==> src/rtl/spi_pkg.sv <==
// Shared definitions for the SPI slave / command RAM pair.
// Holds the frame layout, the two-bit command codes carried in frame[9:8],
// and the slave FSM state encoding so assertions in either block can refer
// to one definition.
package spi_pkg;

  localparam int FRAME_W = 10;
  localparam int BYTE_W  = 8;

  typedef enum logic [1:0] {
    CMD_WR_ADDR = 2'b00,
    CMD_WR_DATA = 2'b01,
    CMD_RD_ADDR = 2'b10,
    CMD_RD_DATA = 2'b11
  } spi_cmd_e;

  typedef enum logic [2:0] {
    ST_IDLE      = 3'd0,
    ST_CHK_CMD   = 3'd1,
    ST_WRITE     = 3'd2,
    ST_READ_ADD  = 3'd3,
    ST_READ_DATA = 3'd4
  } spi_slave_state_e;

  function automatic spi_cmd_e frame_cmd(input logic [FRAME_W-1:0] frame);
    return spi_cmd_e'(frame[FRAME_W-1:FRAME_W-2]);
  endfunction

endpackage

==> src/rtl/spi_ram_array.sv <==
// Byte storage for spi_ram.
// One synchronous write port and one synchronous read port with enable.
// Contents are never reset, so they survive rst_n; rdata holds between reads.
// Ports:
//   clk    in   clock, rising edge
//   we     in   write enable
//   waddr  in   write address
//   wdata  in   write byte
//   re     in   read enable, rdata loads mem[raddr] on the edge
//   raddr  in   read address
//   rdata  out  last byte read
module spi_ram_array #(
  parameter int DEPTH  = 256,
  parameter int ADDR_W = 8
) (
  input  logic              clk,
  input  logic              we,
  input  logic [ADDR_W-1:0] waddr,
  input  logic [7:0]        wdata,
  input  logic              re,
  input  logic [ADDR_W-1:0] raddr,
  output logic [7:0]        rdata
);

  logic [7:0] mem [DEPTH];

  always_ff @(posedge clk) begin
    if (we) mem[waddr] <= wdata;
  end

  always_ff @(posedge clk) begin
    if (re) rdata <= mem[raddr];
  end

endmodule

==> src/rtl/spi_ram.sv <==
// Command-decoding byte memory sitting behind the SPI slave.
// Each valid 10-bit frame is {cmd[1:0], payload[7:0]}: address frames arm
// the matching data frame; a data frame without a preceding address frame
// still executes but raises seq_err. Read bytes go back on dout/tx_valid.
// Ports:
//   clk       in   clock, rising edge
//   rst_n     in   asynchronous active-low reset
//   din       in   frame from the slave
//   rx_valid  in   din valid, single-cycle pulse
//   dout      out  read byte, held while tx_valid is low
//   tx_valid  out  dout valid, single-cycle pulse
//   seq_err   out  single-cycle pulse on out-of-order or out-of-range access
module spi_ram
  import spi_pkg::*;
#(
  parameter int MEM_DEPTH = 256,
  parameter int ADDR_SIZE = 8
) (
  input  logic                 clk,
  input  logic                 rst_n,
  input  logic [FRAME_W-1:0]   din,
  input  logic                 rx_valid,
  output logic [BYTE_W-1:0]    dout,
  output logic                 tx_valid,
  output logic                 seq_err
);

  function automatic logic addr_in_range(input logic [ADDR_SIZE-1:0] addr);
    return {{(32-ADDR_SIZE){1'b0}}, addr} < 32'(MEM_DEPTH);
  endfunction

  spi_cmd_e             cmd_p0;
  logic [BYTE_W-1:0]    payload_p0;
  logic [ADDR_SIZE-1:0] addr_p0;
  logic                 wr_in_range_p0;
  logic                 rd_in_range_p0;
  logic                 mem_we_p0;
  logic                 mem_re_p0;

  logic [ADDR_SIZE-1:0] wr_addr;
  logic [ADDR_SIZE-1:0] rd_addr;
  logic                 wr_armed;
  logic                 rd_armed;
  // Forces dout to zero after reset and after an out-of-range read, since
  // the array's read register is not reset and is not loaded in that case.
  logic                 dout_zero_p1;
  logic [BYTE_W-1:0]    mem_rdata_p1;

  // ---- stage p0: frame decode, memory port controls ----
  always_comb begin
    cmd_p0         = frame_cmd(din);
    payload_p0     = din[BYTE_W-1:0];
    addr_p0        = din[ADDR_SIZE-1:0];
    wr_in_range_p0 = addr_in_range(wr_addr);
    rd_in_range_p0 = addr_in_range(rd_addr);
    mem_we_p0      = rx_valid && (cmd_p0 == CMD_WR_DATA) && wr_in_range_p0;
    mem_re_p0      = rx_valid && (cmd_p0 == CMD_RD_DATA) && rd_in_range_p0;
  end

  spi_ram_array #(
    .DEPTH  (MEM_DEPTH),
    .ADDR_W (ADDR_SIZE)
  ) u_array (
    .clk   (clk),
    .we    (mem_we_p0),
    .waddr (wr_addr),
    .wdata (payload_p0),
    .re    (mem_re_p0),
    .raddr (rd_addr),
    .rdata (mem_rdata_p1)
  );

  // ---- stage p1: command state and output pulses ----
  always_ff @(posedge clk or negedge rst_n) begin
    if (!rst_n) begin
      wr_addr      <= '0;
      rd_addr      <= '0;
      wr_armed     <= 1'b0;
      rd_armed     <= 1'b0;
      tx_valid     <= 1'b0;
      seq_err      <= 1'b0;
      dout_zero_p1 <= 1'b1;
    end else begin
      tx_valid <= 1'b0;
      seq_err  <= 1'b0;
      if (rx_valid) begin
        case (cmd_p0)
          CMD_WR_ADDR: begin
            wr_addr  <= addr_p0;
            wr_armed <= 1'b1;
          end
          CMD_WR_DATA: begin
            wr_armed <= 1'b0;
            seq_err  <= !wr_armed || !wr_in_range_p0;
          end
          CMD_RD_ADDR: begin
            rd_addr  <= addr_p0;
            rd_armed <= 1'b1;
          end
          CMD_RD_DATA: begin
            rd_armed     <= 1'b0;
            tx_valid     <= 1'b1;
            dout_zero_p1 <= !rd_in_range_p0;
            seq_err      <= !rd_armed || !rd_in_range_p0;
          end
          default: ;
        endcase
      end
    end
  end

  assign dout = dout_zero_p1 ? '0 : mem_rdata_p1;

endmodule

==> config.mk <==
export PLATFORM = sky130hd
export DESIGN_NAME = spi_ram
export DESIGN_NICKNAME = d
export VERILOG_FILES = /design/src/rtl/spi_pkg.sv /design/src/rtl/spi_ram_array.sv /design/src/rtl/spi_ram.sv
export SDC_FILE = /design/constraint.sdc
export NUM_CORES = 2
export LEC_CHECK = 0
export CORE_UTILIZATION = 60
export DETAILED_ROUTE_END_ITERATION = 12
export HOLD_SLACK_MARGIN = 0.03
export PLACE_DENSITY_LB_ADDON = 0.3
export REMOVE_ABC_BUFFERS = 1
export SLEW_MARGIN = 10
export SYNTH_ARGS = -nofsm -noshare
export SYNTH_HDL_FRONTEND = slang
export SYNTH_SLANG_ARGS = --single-unit
==> constraint.sdc <==
create_clock -name clk -period 7.85 [get_ports clk]
set_clock_uncertainty 0.05 [all_clocks]
set_input_delay 1.57 -clock clk [delete_from_list [all_inputs] [get_ports clk]]
set_output_delay 1.57 -clock clk [all_outputs]
set_load 0.02 [all_outputs]
==> results by group <==
Floorplanning
  – Row cnt: 134
  – Die width: 368.5 µm
  – Total die area: 0.1358 mm²
  – Die height: 368.5 µm
  – Core area: 0.1333 mm²
  – Initial Util: 60.47%
  – Ports: 23

Synth
  – Largest family of logic cells by synthesized area: multiplexers
  – Post-synth top cells: edfxtp_1 (2056), mux4_2 (431), nor2_1 (285)
  – Synth Area in Simple Gates: 2.597%
  – Main flop type after synthesis: edfxtp_1
  – Yosys cell types: 57
  – Yosys warns: 0
  – EDFF count, synth: 2056
  – Post-synthesis area per instance: 21.06 µm²
  – Fraction of registers with async set/reset: 1.011%
  – Share of the yosys chip area belonging to registers: 77.25%
  – Synth top area cells: edfxtp_1 (77%), mux4_2 (12%), mux2i_1 (1.6%)
  – Synth top area share: 76.60%
  – Mux share of post-synthesis cell area: 14.33%
  – Post-Synth XOR/XNOR Area: 0%
  – Cell count after synthesis: 3827
  – Yosys top cell by area: edfxtp_1
  – Cell area after synthesis: 0.08060 mm²
  – Most frequent cell after synthesis: edfxtp_1
  – Complex-gate fraction of the synthesized area: 3.794%
  – Yosys reg bits: 2077
  – Area share of fa/ha/maj cells after synthesis: 0%

Critical path
  – Critical path class: flip-flop to flip-flop
  – Worst path depth: 7
  – Worst setup endpoint: u_array.rdata[5]
  – Buf+Inv Stages, Crit Path: 2
  – Top cell by count, worst path: nor4_1
  – Worst reg2reg endpoint: u_array.rdata[5]
  – Crit-path max FO: 110
  – FF-to-FF Start: rd_addr[1]
  – Delay-heaviest family, CP: buffers and inverters
  – Setup crit start: rd_addr[1]
  – CP Data Required Time: 8330 ps
  – Crit end category: flip-flop
  – Slowest-stage cell, CP: nor4_1
  – Worst EP arrival: 4940 ps
  – Worst path max stage delay: 950 ps
  – Startpoint types: flip-flop
  – R2R cell count: 7
  – Reg2reg setup slack: 3390 ps
  – CP cell instances: buf_12, buf_4, mux4_2, a22oi_1, a21oi_1, nor4_1, nor4_1

Detailed routing
  – Remaining DRCs: 0
  – Routed vias: 39970
  – DRC violation total after the first TritonRoute iteration: 5452
  – Avg Vias per Cell: 6.897
  – 1st-pass router iterations: 6
  – Final wirelength: 193.9 mm
  – Drt wl/cell: 33.45 µm
  – Routed Antenna Nets: 0

Final layout
  – Fin util: 66.55%
  – Layout Cells excl Fill: 5795
  – Area growth syn-to-layout: 10.06%
  – Proportion of layout cells with a drive suffix above 1: 20.59%
  – NumNets Final: 3880
  – N_diodes: 0

Placed design
  – Port Buffers: 22
  – Inst Count DP: 5440
  – GP Congestion: 0.8783
  – Dpl hpwl: 109.0 mm

CTS
  – PostCTS Resize Cnt: 0
  – CTS tree: built
  – Clock sink count: 2077
  – Hold_buf cts: 0
  – Max clock buf depth: 3
  – Worst-skew pair later-pin latency: 840 ps
  – Clock-pin slew on the worst setup and hold paths: 70 ps
  – Number of post-CTS setup repair buffers: 0
  – Root Buffer: clkbuf_16
  – Num CTS Buffers: 193
  – Htree depth: 4

STA
  – Worst-margin pin slew: 1228 ps
  – Max frequency: 0.2244 GHz
  – Max-slew violations: 0
  – Slew headroom: 17.37%
  – Final setup viols: 0
  – RSZ-0062 raised after global routing: false
  – Period utilization: 56.78%
  – Final Hold Fails: 0
  – Min Tclk post-route: 4457 ps
  – Hold Slack: 434.2 ps

GRT
  – Largest net degree at the start of global routing: 181
  – Initial antenna violation count: 6
  – First-pass GRT wire length: 280.6 mm
  – Tot GR Track Use: 28.95%
  – Grt total ovfl: 0
  – Vias in the first global route: 39860

Status
  – Status: finished, final reports clean

Pwr
  – PD cells: 283.6 mW/mm²
  – LEAKAGE: 27.36 nW
  – Peak supply drop: 267.6 µV

Job
  – Total of max-cap violations: 0

Min path
  – Worst Hold Class: flip-flop to flip-flop
==> cell type report <==
class                   instances  area [µm²]
clock inverters               119        1455
clock buffers                 236        5095
repair buffers                 87       895.9
fillers                      8197       44580
well taps                    1768        2212
multi-input cells            1504       16760
flip-flops and latches       2077       62280
inverters                       4       15.01
==> metal layers <==
metal	track usage, %	wire length, µm	up-vias
met5	0	37	-
li1	-	-	16080
met2	44.50	93200	2592
met1	41.99	73060	20900
met4	10.09	6671	6
met3	5.990	20890	393
==> power by group <==
part / internal [W] / total, W / switching [W] / leakage [nW]
Clock: 0.00557 / 0.00969 / 0.00412 / 3.16
Sequential: 0.0122 / 0.0123 / 0.000114 / 18.7
Combinational: 0.00121 / 0.00313 / 0.00192 / 5.48
==> cell usage in the layout, fill, tap and decap left out, types with 20 or more instances in the layout <==
cell type,synthesis,layout
edfxtp_1,2056,2056
mux4_2,431,431
nor2_1,285,283
clkbuf_16,0,196
a22oi_1,164,164
mux2i_1,132,132
a21oi_1,123,123
buf_4,32,53
nand2_1,49,49
clkinv_1,0,37
clkbuf_1,101,36
o221ai_1,32,32
bufinv_16,0,28
clkinv_2,0,26
nand3_1,25,25
nor4_1,25,23
a211oi_1,22,22
o21ai_0,21,21
a221oi_1,20,20
==> worst min path at each step <==
| stage | depth (start not counted) | slack [ps] | start | end |
|---|---|---|---|---|
| after floorplan | 1 | 380 | rd_armed | seq_err |
| after global placement | 1 | 410 | rd_armed | seq_err |
| after detailed placement | 1 | 410 | rd_armed | seq_err |
| after CTS | 1 | 440 | rd_armed | seq_err |
| after global routing | 1 | 460 | rd_armed | seq_err |
| final | 1 | 430 | rd_armed | seq_err |
==> registers in the layout, indices dropped and copies added (netlist names) <==
name	count
u_array.mem	2048
rd_addr	8
u_array.rdata	8
wr_addr	8
dout_zero_p1	1
rd_armed	1
seq_err	1
tx_valid	1
wr_armed	1
==> cell families after synthesis <==
logic type / Yosys count
flops: 2077
mux: 592
simple gates: 465
compound gates: 447
buf+inv: 246
==> metrics by stage <==
stage / instance area (µm²) / worst slack, ps / power, W / setup TNS, ps
6_report: 88710 / 3393 / 0.02516 / 0
5_1_grt: 88710 / 3341 / 0.02575 / 0
4_1_cts: 88710 / 3508 / 0.02518 / 0
3_5_place_dp: 82160 / 2994 / 0.01565 / 0
3_3_place_gp: 82160 / 3072 / 0.01562 / 0
2_1_floorplan: 78980 / -15630 / 0.01604 / -140610
No activity file was read; power rests on OpenSTA's default activity.
